===== src/rtl/cve2_imem_pkg.sv =====
// Shared types and limits for the instruction-memory responder.
package cve2_imem_pkg;

  // Deepest response pipeline the responder can be built with.
  localparam int unsigned MaxReadLatency = 4;

  // One slot of the response pipeline.
  typedef struct packed {
    logic        valid;
    logic        err;
    logic [31:0] data;
  } imem_stage_t;

endpackage


===== src/rtl/cve2_imem_resp_pipe.sv =====
// Fixed-latency response pipeline.
// The head slot records {valid, err} in the cycle after the accept, which
// is also when the SRAM data appears. The head is resolved into
// {valid, err, data} there. With one cycle of latency, that resolved head
// drives the output directly. Otherwise it is shifted through
// ReadLatency-1 registered stages. No backpressure exists, so every
// stage advances every cycle.
module cve2_imem_resp_pipe
  import cve2_imem_pkg::*;
#(
  parameter int unsigned ReadLatency = 1,
  parameter logic [31:0] ErrRdata    = 32'h0000_0000
) (
  input  logic        clk_i,
  input  logic        rst_i,
  input  logic        in_valid_i,
  input  logic        in_err_i,
  input  logic [31:0] mem_rdata_i,
  output logic        rvalid_o,
  output logic        err_o,
  output logic [31:0] rdata_o,
  output logic        busy_o
);

  if (ReadLatency < 1 || ReadLatency > MaxReadLatency) begin : g_bad_latency
    $error("cve2_imem_resp_pipe: ReadLatency out of range");
  end

  logic        head_valid_q, head_valid_d;
  logic        head_err_q, head_err_d;
  imem_stage_t head_res;
  imem_stage_t out_stage;
  logic        tail_busy;

  // Head slot inputs: a new accept enters, and reset drops it.
  always_comb begin
    head_valid_d = in_valid_i & ~rst_i;
    head_err_d   = in_err_i;
  end

  // Head slot register.
  always_ff @(posedge clk_i) begin
    head_valid_q <= head_valid_d;
    head_err_q   <= head_err_d;
  end

  // Resolve the head: SRAM data for OK responses, the fixed pattern for errors.
  always_comb begin
    head_res.valid = head_valid_q;
    head_res.err   = head_err_q;
    head_res.data  = head_err_q ? ErrRdata : mem_rdata_i;
  end

  if (ReadLatency == 1) begin : g_direct
    assign out_stage = head_res;
    assign tail_busy = 1'b0;
  end else begin : g_shift
    localparam int unsigned NumStages = ReadLatency - 1;

    imem_stage_t stage_q [NumStages];
    imem_stage_t stage_d [NumStages];

    // Shift the resolved head down the chain, and clear valid bits on reset.
    always_comb begin
      stage_d[0] = head_res;
      for (int k = 1; k < NumStages; k++) begin
        stage_d[k] = stage_q[k-1];
      end
      if (rst_i) begin
        for (int k = 0; k < NumStages; k++) begin
          stage_d[k].valid = 1'b0;
        end
      end
    end

    // Stage registers.
    always_ff @(posedge clk_i) begin
      stage_q <= stage_d;
    end

    // Any valid stage means a response is still on its way.
    always_comb begin
      tail_busy = 1'b0;
      for (int k = 0; k < NumStages; k++) begin
        tail_busy = tail_busy | stage_q[k].valid;
      end
    end

    assign out_stage = stage_q[NumStages-1];
  end

  // Output qualification: data and err are zero unless rvalid is set, and
  // everything is held low while reset is asserted.
  always_comb begin
    rvalid_o = out_stage.valid & ~rst_i;
    err_o    = rvalid_o & out_stage.err;
    rdata_o  = rvalid_o ? out_stage.data : 32'h0000_0000;
    busy_o   = (head_valid_q | tail_busy) & ~rst_i;
  end

endmodule


===== src/rtl/cve2_imem_responder.sv =====
// Instruction-fetch responder in front of a single-port SRAM.
// It grants every request unless stall_i is high or reset is active. It
// decodes the address window and starts the SRAM read in the accept
// cycle, then returns responses in order after exactly ReadLatency cycles.
module cve2_imem_responder
  import cve2_imem_pkg::*;
#(
  parameter logic [31:0] BaseAddr     = 32'h0000_0000,
  parameter int unsigned MemSizeWords = 1024,
  parameter int unsigned ReadLatency  = 1,
  parameter logic [31:0] ErrRdata     = 32'h0000_0000,
  localparam int unsigned AddrW       = $clog2(MemSizeWords)
) (
  input  logic             clk_i,
  input  logic             rst_i,
  input  logic             instr_req_i,
  input  logic [31:0]      instr_addr_i,
  output logic             instr_gnt_o,
  output logic             instr_rvalid_o,
  output logic [31:0]      instr_rdata_o,
  output logic             instr_err_o,
  input  logic             stall_i,
  output logic             mem_req_o,
  output logic [AddrW-1:0] mem_addr_o,
  input  logic [31:0]      mem_rdata_i,
  output logic             busy_o
);

  // The window size in bytes. The largest legal depth still fits in 32 bits.
  localparam logic [31:0] RangeBytes = 32'(4 * MemSizeWords);

  logic [31:0] offset;
  logic        in_range;

  // Grant, window decode and SRAM port. The subtraction wraps, so addresses
  // below BaseAddr fall far outside the window.
  always_comb begin
    instr_gnt_o = instr_req_i & ~stall_i & ~rst_i;
    offset      = instr_addr_i - BaseAddr;
    in_range    = offset < RangeBytes;
    mem_req_o   = instr_gnt_o & in_range;
    mem_addr_o  = offset[AddrW+1:2];
  end

  cve2_imem_resp_pipe #(
    .ReadLatency (ReadLatency),
    .ErrRdata    (ErrRdata)
  ) u_resp_pipe (
    .clk_i       (clk_i),
    .rst_i       (rst_i),
    .in_valid_i  (instr_gnt_o),
    .in_err_i    (~in_range),
    .mem_rdata_i (mem_rdata_i),
    .rvalid_o    (instr_rvalid_o),
    .err_o       (instr_err_o),
    .rdata_o     (instr_rdata_o),
    .busy_o      (busy_o)
  );

endmodule

===== config.mk =====
export PLATFORM = sky130hd
export DESIGN_NAME = cve2_imem_responder
export DESIGN_NICKNAME = d
export VERILOG_FILES = /design/src/rtl/cve2_imem_pkg.sv /design/src/rtl/cve2_imem_resp_pipe.sv /design/src/rtl/cve2_imem_responder.sv
export SDC_FILE = /design/constraint.sdc
export NUM_CORES = 1
export LEC_CHECK = 0
export CORE_MARGIN = 2
export CORE_UTILIZATION = 16
export DETAILED_ROUTE_END_ITERATION = 8
export HOLD_SLACK_MARGIN = 0.15
export MAX_ROUTING_LAYER = met4
export PLACE_DENSITY = 0.76
export SKIP_CTS_REPAIR_TIMING = 1
export SKIP_LAST_GASP = 1
export SYNTH_ARGS = -nofsm -noshare
export SYNTH_HDL_FRONTEND = slang
export SYNTH_SLANG_ARGS = --single-unit

===== constraint.sdc =====
create_clock -name clk_i -period 1.4 [get_ports clk_i]
set_input_delay 0.28 -clock clk_i [delete_from_list [all_inputs] [get_ports clk_i]]
set_output_delay 0.28 -clock clk_i [all_outputs]
set_load 0.02 [all_outputs]

### Word level (Yosys, flattened, before mapping)

Cells that the tools add are included.

| word-level totals | value |
|---|---|
| ROM bits | 0 |
| bits in registers | 2 |
| memory bits (writable) | 0 |
| input port bits | 68 |
| bits in latches | 0 |
| output and inout bits | 47 |
| memories | 0 |

| cells by class | value |
|---|---|
| reductions and logical operators | 0 |
| divide/modulo/power cells | 0 |
| shift operators | 0 |
| order comparisons | 1 |
| $add $sub $neg | 0 |
| equality and inequality tests | 0 |
| bitwise logic cells | 9 |
| muxes and demuxes | 2 |
| multiply operators | 0 |

Operators by type and width:

| kind | count |
|---|---|
| $mux 32 | 2 |
| $lt 32x13->1 const B | 1 |
| $and 1x1->1 | 6 |
| $not 1->1 | 3 |

### Logic depth before layout (Yosys ltp)

| logic depth | value |
|---|---|
| depth in word-level cells | 4 |
| gate-level depth with buffers | 4 |
| mapped depth without buffers | 3 |

### Modules after synthesis

Synthesis repeated with hierarchy kept, for this count alone.

| unflattened totals | value |
|---|---|
| cells, all modules | 67 |
| area, all modules | 648.1 µm² |

By module, submodules not included:

| module | cells an instance | sequential area each (µm²) | area an instance (µm²) | times used |
|---|---|---|---|---|
| cve2_imem_resp_pipe | 47 | 40.0 | 511.7 | 1 |
| cve2_imem_responder | 20 | 0.0 | 136.4 | 1 |

### Worst setup path after synthesis

Ideal clock, no wire load.

| path | value |
|---|---|
| path kind | input port to output port |
| from | input port rst_i |
| to | output port mem_req_o |
| path slack | -0.370 ns |
| path buffers | 0 |
| arrival | 1.490 ns |
| stages | 2 |
| cells stage by stage | nor3b_1 > nor3b_1 |

| on the way | value |
|---|---|
| cells in the longest elaborated chain, start to end | 3 |

Ends and longest elaborated chain:

| item | line | RTL |
|---|---|---|
| start: declaration | cve2_imem_responder.sv:15 | `input logic rst_i,` |
| $not 1->1 | cve2_imem_responder.sv:38 | `instr_gnt_o = instr_req_i & ~stall_i & ~rst_i;` |
| $and 1x1->1 | cve2_imem_responder.sv:38 |  |
| $and 1x1->1 | cve2_imem_responder.sv:41 | `mem_req_o = instr_gnt_o & in_range;` |
| end: declaration | cve2_imem_responder.sv:23 | `output logic mem_req_o,` |

No other way between the ends.

### Final worst setup path

| path | value |
|---|---|
| from | input port instr_addr_i[17] |
| to | output port mem_req_o |

| on the way | value |
|---|---|
| cells in the longest elaborated chain, start to end | 2 |

Ends and longest elaborated chain:

| item | line | RTL |
|---|---|---|
| start: declaration | cve2_imem_responder.sv:17 | `input logic [31:0] instr_addr_i,` |
| $lt 32x13->1 | cve2_imem_responder.sv:40 | `in_range = offset < RangeBytes;` |
| $and 1x1->1 | cve2_imem_responder.sv:41 |  |

No other way between the ends.

==> results by group <==
Placement
  • Dpl hpwl: 1.99 mm
  • PortBufs: 92
  • Post-place setup slack: -0.878 ns
  • Placed Area: 1370 µm²
  • Gp weighted congestion: 0.715
  • Placed cell count: 174

Timing
  • Max Fclk: 597 MHz
  • Slew headroom: 82.8%
  • RSZ-0062 raised after global routing: yes
  • # setup viols final: 33
  • Final WS setup: -0.275 ns
  • Fin. Hold Viols: 0
  • Tightest Pin Transition: 0.256 ns
  • Max Slew Vio Count: 0
  • Tcrit/Tclk final: 120%
  • Tmin final: 1.68 ns

Routing
  • Starting DRC count in detailed routing: 21
  • Via density: 4.16
  • Post-route ant nets: 0
  • Post-Route WL: 2.50 mm
  • Total number of vias: 740
  • DRC: 0
  • 1st-pass router iterations: 2
  • Routed WL per cell: 14.0 µm

CTS
  • CTS max path bufs: 2
  • CTS root buffer: clkbuf_4
  • H-Tree Depth: 1
  • Num CTS Buffers: 3
  • # clock sinks: 2
  • CTS tree: done
  • Clk pin slew, worst setup/hold paths: 0.03 ns

Finish
  • Final Util: 49.7%
  • Fin area: 1380 µm²
  • Proportion of layout cells with a drive suffix above 1: 44.2%
  • Area grow syn2layout: 195%
  • Diodes inserted: 0
  • Most frequent cells in the layout: clkdlybuf4s50_1, dlymetal6s2s_1, buf_4
  • Post-Layout Cell Count: 178
  • Final #Nets: 217
  • Commonest non-fill, non-tap cell in the layout: clkdlybuf4s50_1

Pwr
  • Clk pwr share: 36.4%
  • Sequential share of power: 15.6%
  • Power Total: 0.376 mW
  • Static Leak: 0.814 nW
  • Pint: 0.297 mW
  • Comb power frac: 48.0%
  • PwrDens: 272 nW/µm²
  • Peak VDD IR: 0.335 mV
  • Switching fraction of total power: 21.1%
  • Switch Pwr: 0.0794 mW

Global routing
  • Largest net degree at the start of global routing: 33
  • Grt total ovfl: 0
  • Vias in the first global route: 753
  • First-pass GRT wire length: 3.45 mm
  • GRT Util Overall: 13.6%
  • Initial antenna violation count: 0

Hold path
  • Worst Hold End: u_resp_pipe.head_err_q
  • Hold path startpoint: instr_addr_i[24]
  • Worst hold path type: primary input to register
  • WHS Path Cells: 4

Status
  • Status: finished with violations
  • Failing checks: setup timing

Floorplanning
  • Row count: 19
  • Core ar.: 2780 µm²
  • Area of the die: 3380 µm²
  • Die width: 58.2 µm
  • Total I/O pin count: 115
  • Die height: 58.2 µm
  • Initial Utilization: 16.9%

Setup path
  • Max FO, Critical Path: 2
  • Arr. time, crit path: 1.40 ns
  • Slowest stage delay, CP: 0.42 ns
  • CP max stage cell: clkdlybuf4s50_1
  • Worst Path Required: 1.12 ns
  • CP bufs+invs: 2
  • Critical path's top delay family: buffers and inverters
  • Crit-path cells: clkdlybuf4s50_1 > nor4_2 > nand2_1 > nor3b_2 > buf_4
  • Startpoint Class: primary input
  • CP endpoint kind: output port
  • WS Path Type: primary input to output port

Yosys
  • Net Count, Synth: 129
  • Synthesis-stage register bit count: 2
  • Post-synth cell types: 11
  • Post-synthesis instance area: 469 µm²
  • Syn Area/Cell: 7.69 µm²
  • Seq/Total Area, Yosys: 8.53%
  • YS warnings: 0
  • Mapped Cells: 61

Job
  • Max Cap Violations: 0
through the flow:
step,hold WS (ns),TNS (ns)
floorplan,0.408,0
global placement,0.560,-29.09
detailed placement,0.560,-29.66
CTS,0.560,-29.89
global route,0.397,-8.83
finish,0.394,-6.18
synth_stat cells, drive strengths merged:
master  number  share of area (%)
and2        33                 48
buf         14                 25
nor4         5                6.7
dfxtp        2                8.5
nor2b        2                5.9
nor3b        2                3.2
nand2        1               0.80
nand3        1                1.1
or2          1                1.3
layout make-up:
class / count / area, µm²
fill: 264 / 1400
timing repair buffer: 97 / 927
multi-input combinational: 45 / 354
sequential: 2 / 40.0
tap: 31 / 38.8
clock buffer: 3 / 22.5
metal layers:
metal  vias to the layer above  wire, µm  track usage [%]
li1                        354         -                -
met1                       325       748             11.1
met2                        57      1450             26.8
met3                         4       265             4.24
met4                         0        36             6.64
met5                         -         0                -
power by group through the flow:
stage | clock network, mW | logic [mW] | registers [mW]
detailed placement | 0 | 0.180 | 0.0596
CTS | 0.147 | 0.181 | 0.0588
finish | 0.137 | 0.181 | 0.0588
global placement | 0 | 0.177 | 0.0596
floorplan | 0 | 0.0560 | 0.0595
global route | 0.151 | 0.193 | 0.0589
worst max-delay path by stage:
| stage | startpoint | slack, ns | depth (start not counted) | endpoint |
|---|---|---|---|---|
| global route | instr_addr_i[17] | -0.30 | 5 | mem_req_o |
| floorplan | u_resp_pipe.head_valid_q | 0.03 | 4 | instr_rdata_o[10] |
| detailed placement | instr_addr_i[18] | -0.88 | 5 | mem_req_o |
| finish | instr_addr_i[17] | -0.28 | 5 | mem_req_o |
| CTS | instr_addr_i[18] | -0.88 | 5 | mem_req_o |
| global placement | instr_addr_i[18] | -0.84 | 5 | mem_req_o |
state kept, by name, summed over array words and instances (netlist names):
name / cells
u_resp_pipe.head_err_q: 1
u_resp_pipe.head_valid_q: 1
logic make-up after synthesis:
group | share of synthesized area (%)
and+or+nand+nor | 66.7
buffers and inverters | 24.8
DFF | 8.53
Note: power is estimated with default switching activity, not from simulation.
